$ cat config.mk
export PLATFORM = sky130hd
export DESIGN_NAME = arf062b064e1r1w0cbbehsaa4acw_rd_port
export DESIGN_NICKNAME = d
export VERILOG_FILES = /design/src/rtl/arf062b064e1r1w0cbbehsaa4acw_rd_pkg.sv /design/src/rtl/arf062b064e1r1w0cbbehsaa4acw_rd_fifo.sv /design/src/rtl/arf062b064e1r1w0cbbehsaa4acw_rd_port.sv
export SDC_FILE = /design/constraint.sdc
export NUM_CORES = 1
export LEC_CHECK = 0
export BUFFER_PORTS_ARGS = -buffer_cell sky130_fd_sc_hd__buf_2
export CAP_MARGIN = 10
export CORE_AREA = 5 5 159 115
export CTS_BUF_LIST = sky130_fd_sc_hd__clkbuf_4 sky130_fd_sc_hd__clkbuf_8 sky130_fd_sc_hd__clkbuf_16
export CTS_CLUSTER_SIZE = 28
export DETAILED_ROUTE_END_ITERATION = 7
export DIE_AREA = 0 0 164 120
export GPL_TIMING_DRIVEN = 0
export PLACE_DENSITY = 0.81
export SETUP_SLACK_MARGIN = 0.5
export SLEW_MARGIN = 40
export SYNTH_ARGS = -nofsm -noshare
export SYNTH_HDL_FRONTEND = slang
export SYNTH_SLANG_ARGS = --single-unit
$ cat constraint.sdc
create_clock -name clk -period 2.2 [get_ports clk]
set_input_delay 0 -clock clk [delete_from_list [all_inputs] [get_ports clk]]
set_output_delay 0 -clock clk [all_outputs]
set_load 0.005 [all_outputs]
$ cat src/rtl/arf062b064e1r1w0cbbehsaa4acw_rd_pkg.sv
// Shared sizing defaults and word/address types for the array read port.
// Optional feature macro used by the port: ARF062B064E1R1W0CBBEHSAA4ACW_WR_BYPASS_EN.
package arf062b064e1r1w0cbbehsaa4acw_rd_pkg;

    localparam int RD_DATA_W    = 62;
    localparam int RD_ADDR_W    = 6;
    localparam int RD_RSP_DEPTH = 3;

    typedef logic [RD_DATA_W-1:0] rd_word_t;
    typedef logic [RD_ADDR_W-1:0] rd_adr_t;

    // Bits needed to hold an occupancy count of 0..depth inclusive.
    function automatic int occ_width(input int depth);
        return $clog2(depth + 1);
    endfunction

endpackage

$ cat src/rtl/arf062b064e1r1w0cbbehsaa4acw_rd_fifo.sv
// Flop-based response buffer: push/pop with occupancy, pointers wrap modulo DEPTH.
module arf062b064e1r1w0cbbehsaa4acw_rd_fifo
    import arf062b064e1r1w0cbbehsaa4acw_rd_pkg::*;
#(
    parameter int DATA_W = RD_DATA_W,
    parameter int DEPTH  = RD_RSP_DEPTH,
    localparam int OCC_W = occ_width(DEPTH)
) (
    input  logic              clk,
    input  logic              rstb,
    input  logic              i_push,
    input  logic [DATA_W-1:0] i_push_data,
    input  logic              i_pop,
    output logic [DATA_W-1:0] o_head,
    output logic [OCC_W-1:0]  o_occ
);

    localparam int PTR_W = (DEPTH > 1) ? $clog2(DEPTH) : 1;
    localparam logic [PTR_W-1:0] LAST = PTR_W'(DEPTH - 1);

    logic [DATA_W-1:0] r_mem [DEPTH];
    logic [PTR_W-1:0]  r_wptr;
    logic [PTR_W-1:0]  r_rptr;
    logic [OCC_W-1:0]  r_occ;

    // Storage is cleared too so the head reads zero after any reset.
    always_ff @(posedge clk or negedge rstb) begin
        if (!rstb) begin
            for (int unsigned i = 0; i < DEPTH; i++) begin
                r_mem[i] <= '0;
            end
            r_wptr <= '0;
            r_rptr <= '0;
            r_occ  <= '0;
        end else begin
            if (i_push) begin
                r_mem[r_wptr] <= i_push_data;
                r_wptr        <= (r_wptr == LAST) ? '0 : r_wptr + 1'b1;
            end
            if (i_pop) begin
                r_rptr <= (r_rptr == LAST) ? '0 : r_rptr + 1'b1;
            end
            case ({i_push, i_pop})
                2'b10:   r_occ <= r_occ + 1'b1;
                2'b01:   r_occ <= r_occ - 1'b1;
                default: r_occ <= r_occ;
            endcase
        end
    end

    assign o_head = r_mem[r_rptr];
    assign o_occ  = r_occ;

endmodule

$ cat src/rtl/arf062b064e1r1w0cbbehsaa4acw_rd_port.sv
// Credit-gated array read port with 2-cycle latency and in-order response buffer.
// Optional write-snoop bypass: ARF062B064E1R1W0CBBEHSAA4ACW_WR_BYPASS_EN.
module arf062b064e1r1w0cbbehsaa4acw_rd_port
    import arf062b064e1r1w0cbbehsaa4acw_rd_pkg::*;
#(
    parameter int DATA_W    = RD_DATA_W,
    parameter int ADDR_W    = RD_ADDR_W,
    parameter int RSP_DEPTH = RD_RSP_DEPTH
) (
    input  logic              clk,
    input  logic              rstb,
    input  logic              rd_req_vld,
    output logic              rd_req_rdy,
    input  logic [ADDR_W-1:0] rd_adr,
    output logic              rd_rsp_vld,
    input  logic              rd_rsp_rdy,
    output logic [DATA_W-1:0] rd_rsp_data,
    output logic              arr_rd_en,
    output logic [ADDR_W-1:0] arr_rd_adr,
    input  logic [DATA_W-1:0] arr_rd_data,
    input  logic              wr_en,
    input  logic [ADDR_W-1:0] wr_adr,
    input  logic [DATA_W-1:0] wr_data
);

    localparam int OCC_W = occ_width(RSP_DEPTH);
    localparam int CRD_W = OCC_W + 1;

    logic              r_ready;
    logic              r_inflight;
    logic              w_accept;
    logic              w_pop;
    logic [OCC_W-1:0]  w_occ;
    logic [CRD_W-1:0]  w_credits_used;
    logic [DATA_W-1:0] w_push_data;

    // The in-flight read already owns a buffer slot, so it counts against credit.
    assign w_credits_used = CRD_W'(w_occ) + CRD_W'(r_inflight);
    assign rd_req_rdy     = r_ready & (w_credits_used < CRD_W'(RSP_DEPTH));
    assign w_accept       = rd_req_vld & rd_req_rdy;
    assign arr_rd_en      = w_accept;
    assign arr_rd_adr     = rd_adr;

    always_ff @(posedge clk or negedge rstb) begin
        if (!rstb) begin
            r_ready    <= 1'b0;
            r_inflight <= 1'b0;
        end else begin
            r_ready    <= 1'b1;
            r_inflight <= w_accept;
        end
    end

`ifdef ARF062B064E1R1W0CBBEHSAA4ACW_WR_BYPASS_EN
    logic              r_hit;
    logic [DATA_W-1:0] r_wr_data;

    // A same-cycle write to the address being read wins over the array's old value.
    always_ff @(posedge clk or negedge rstb) begin
        if (!rstb) begin
            r_hit     <= 1'b0;
            r_wr_data <= '0;
        end else begin
            r_hit <= w_accept & wr_en & (wr_adr == rd_adr);
            if (w_accept) begin
                r_wr_data <= wr_data;
            end
        end
    end

    assign w_push_data = r_hit ? r_wr_data : arr_rd_data;
`else
    logic w_unused_snoop;
    assign w_unused_snoop = ^{wr_en, wr_adr, wr_data};
    assign w_push_data    = arr_rd_data;
`endif

    assign w_pop      = rd_rsp_vld & rd_rsp_rdy;
    assign rd_rsp_vld = (w_occ != '0);

    arf062b064e1r1w0cbbehsaa4acw_rd_fifo #(
        .DATA_W (DATA_W),
        .DEPTH  (RSP_DEPTH)
    ) u_rsp_fifo (
        .clk         (clk),
        .rstb        (rstb),
        .i_push      (r_inflight),
        .i_push_data (w_push_data),
        .i_pop       (w_pop),
        .o_head      (rd_rsp_data),
        .o_occ       (w_occ)
    );

endmodule
==> reports/qor.yml <==
sta:
  finalSetupViolCount: 0
  fin_skew_ns: 0.01190
  final_max_slew_viol_count: 0
  max_clock_freq_ghz: 0.5595
  hold_violations: 0
  period_needed_ns: 1.787
  finalCritPeriodShare_pct: 81.25
  rsz0062_at_grt: "true"
layout:
  drive_gt1_share_pct: 54.55
  mostFrequentLayoutCells: "dfrtp_1 (192), buf_2 (145), mux2_2 (122), dlygate4sd3_1 (65), mux2_4 (60)"
  final_nets: 1023
  syn2layout_area_growth_pct: 34.25
  fill_cells: 1143
  final_common_cell: "dfrtp_1"
  instances_no_fill: 1123
min_path:
  hold_path.class: "in2async"
yosys:
  ys_warn_count: 0
  synth_mux_area_share_pct: 33.59
  synthSimpleGateAreaFrac_pct: 3.204
  synth.net_count: 781
  syn_inst: 637
  synth_fa_ha_area_share_pct: 0.4272
  synth_seq_area_share_pct: 55.25
  synthXorXnorAreaFrac_pct: 0.2991
  syn_avg_cell_area_um2: 13.79
  synth-seq-cells: 194
  synth-compound-area-share_pct: 3.902
  synthesis.area_mm2: 0.008786
  ys_types: 27
  synth_top_family_by_area: "multiplexers"
clocking:
  clockRootBuffer: "clkbuf_16"
  tritoncts: "yes"
  clock_latency_ns: 0.43
  path_clk_slew_ns: 0.07
  htree_levels: 4
  cts_buffer_depth: 2
  clock_sinks: 194
  cts_made_buffers: 17
detailed_routing:
  route.detailed.drc: 0
  vias_per_cell: 5.296
  vias: 5947
  avgRoutedWirePerCell_um: 18.80
  ant_nets: 0
  drt_iter0_markers: 283
  wl_met2_mm: 10.02
  dr.pass1.iters: 5
  top_layer: "met4"
  wl_met1_mm: 9.605
  drt_wl_total_mm: 21.11
  routed-wl-met3_mm: 1.169
pwr:
  clockPowerShare_pct: 16.8
  powerDensity_mw_per_mm2: 1460
  combPwrFrac_pct: 45.2
  intPower_uw: 11450
  finalPower_uw: 17220
  p_sw_share_pct: 33.53
  seqPwrFrac_pct: 38.0
  ir_drop_mv: 0.7909
  netSwitchingPower_uw: 5775
  p_leak_uw: 0.005551
critical_path:
  critPathLaunchType: "flip-flop"
  cp_slowest_cell: "dfrtp_2"
  required_ns: 2.20
  critPathKind: "reg2out"
  arrival_ns: 1.79
  crit_fanout: 2
  cp-end-kind: "output port"
  r2r_end: "u_rsp_fifo.r_mem[92]"
  critPathMaxStageDelay_ns: 0.43
  rr_worst_depth: 5
  r2r_slack_ns: 0.46
  cpMostUsedCell: "ha_4"
  r2r-start: "r_inflight"
  path_cells: "ha_4, ha_4, a211oi_4, and2_4, buf_6"
floorplanning:
  top_level_ports: 212
  rows: 40
  die_w_um: 164
  dieHeight_um: 120
  initial_utilization_pct: 52.56
  fp.coreArea_mm2: 0.01672
  die_area_mm2: 0.01968
global_routing:
  antenna_found_initial: 1
  track_usage_pct: 21.66
  overflow: 0
  first_global_vias: 6273
  grt_max_degree: 73
  grt_first_pass_wirelength_mm: 33.40
placed_design:
  dp.cells: 1006
  portBuffers: 136
  gp_congestion: 0.7422
  hpwl_mm: 12.91
flow_run:
  max_cap_viol_count: 0
run_status:
  status: "complete, no violations"
## worst max path at each step
stage	from	to	slack, ns
after global routing	r_inflight	arr_rd_en	0.34
after detailed placement	u_rsp_fifo.r_rptr[0]	rd_rsp_data[9]	0.11
final	u_rsp_fifo.o_occ[0]	arr_rd_en	0.41
after CTS	u_rsp_fifo.r_rptr[0]	rd_rsp_data[9]	0.39
after global placement	rstb	u_rsp_fifo.r_mem[101]	-2.09
after floorplan	u_rsp_fifo.r_wptr[1]	u_rsp_fifo.r_mem[0]	0.71
## per-stage QoR
stage	utilization, %	setup WS, ns	TNS, ns	hold WS (ns)	area (um2)
after floorplan	-	0.7068	0	-0.2956	8786
after global placement	58.36	-2.089	-401.22	0.1684	9756
after detailed placement	58.75	0.1111	0	-0.04099	9821
after CTS	68.35	0.3918	0	0.01400	11420
after global routing	70.56	0.3355	0	0.09881	11800
final	70.56	0.4126	0	0.08013	11800
## state kept, by name (all words and copies together) (netlist names)
register           flops
u_rsp_fifo.r_mem     186
r_inflight             1
u_rsp_fifo.o_occ       2
u_rsp_fifo.r_wptr      2
r_ready                1
u_rsp_fifo.r_rptr      2
## cell families after synthesis
logic type | after synthesis
other | 1
adder cells (fa/ha/maj) | 3
buffers and inverters | 50
multiplexers | 249
XOR/XNOR | 3
AND/OR/NAND/NOR | 70
flip-flops | 194
AO/OA/AOI/OAI | 67
## critical path: cells and delay by family, from the launching register on
family	cells	cell delay [ns]
AND/OR/NAND/NOR	1	0.19
AO/OA/AOI/OAI	1	0.27
flip-flops	1	0.43
buffers and inverters	1	0.09
adder cells (fa/ha/maj)	2	0.38
## synth_stat cells
library cell | number | area share, %
dfrtp_1 | 194 | 55
mux2_2 | 122 | 16
o21ai_0 | 64 | 3.6
mux2i_1 | 62 | 7.1
nand2_1 | 62 | 2.6
mux2_4 | 60 | 10
buf_2 | 26 | 1.5
clkbuf_1 | 8 | 0.34
buf_4 | 6 | 0.51
buf_6 | 6 | 0.77
mux2_1 | 5 | 0.64
ha_1 | 3 | 0.43
a21o_1 | 2 | 0.17
inv_1 | 2 | 0.085
inv_2 | 2 | 0.085
xnor2_1 | 2 | 0.20
a211oi_1 | 1 | 0.085
and2_1 | 1 | 0.071
conb_1 | 1 | 0.043
nand3_1 | 1 | 0.057
nor2_1 | 1 | 0.043
nor2b_1 | 1 | 0.071
nor3_1 | 1 | 0.057
nor3_2 | 1 | 0.11
or2_2 | 1 | 0.071
or3_1 | 1 | 0.071
xor2_1 | 1 | 0.10
## power by group through the flow
stage | Clock [uW] | Sequential, uW | Combinational (uW)
final | 2890 | 6550 | 7780
after global routing | 3130 | 6750 | 8430
after CTS | 2950 | 6380 | 7180
after detailed placement | 0 | 6360 | 6290
after global placement | 0 | 6290 | 6080
after floorplan | 0 | 6100 | 4270
## what timing repair did
item                                    4_1_cts  5_1_grt
hold buffers                                 64        1
endpoints found under the setup margin      130      125
gates resized for setup                      97       99
pin swaps                                     7       26
setup buffers                                12        3
endpoints found under the hold margin       381        2
gates cloned                                  3        2
## layout make-up
class / instances / area (um2) / area share [%]
inverters: 4 / 15.01 / 0.1273
clock inverters: 8 / 53.80 / 0.4561
flip-flops and latches: 194 / 4857 / 41.18
well taps: 231 / 289.0 / 2.450
multi-input cells: 393 / 3963 / 33.59
diodes: 1 / 2.502 / 0.02122
clock buffers: 23 / 489.2 / 4.148
repair buffers: 223 / 1629 / 13.81
plain buffers: 46 / 496.7 / 4.211
## metal layers
layer,up-vias,track usage [%]
li1,2727,-
met1,3021,30.58
met2,169,33.49
met3,30,5.527
met4,0,5.867
met5,-,0
(Power assumes the default switching activity.)
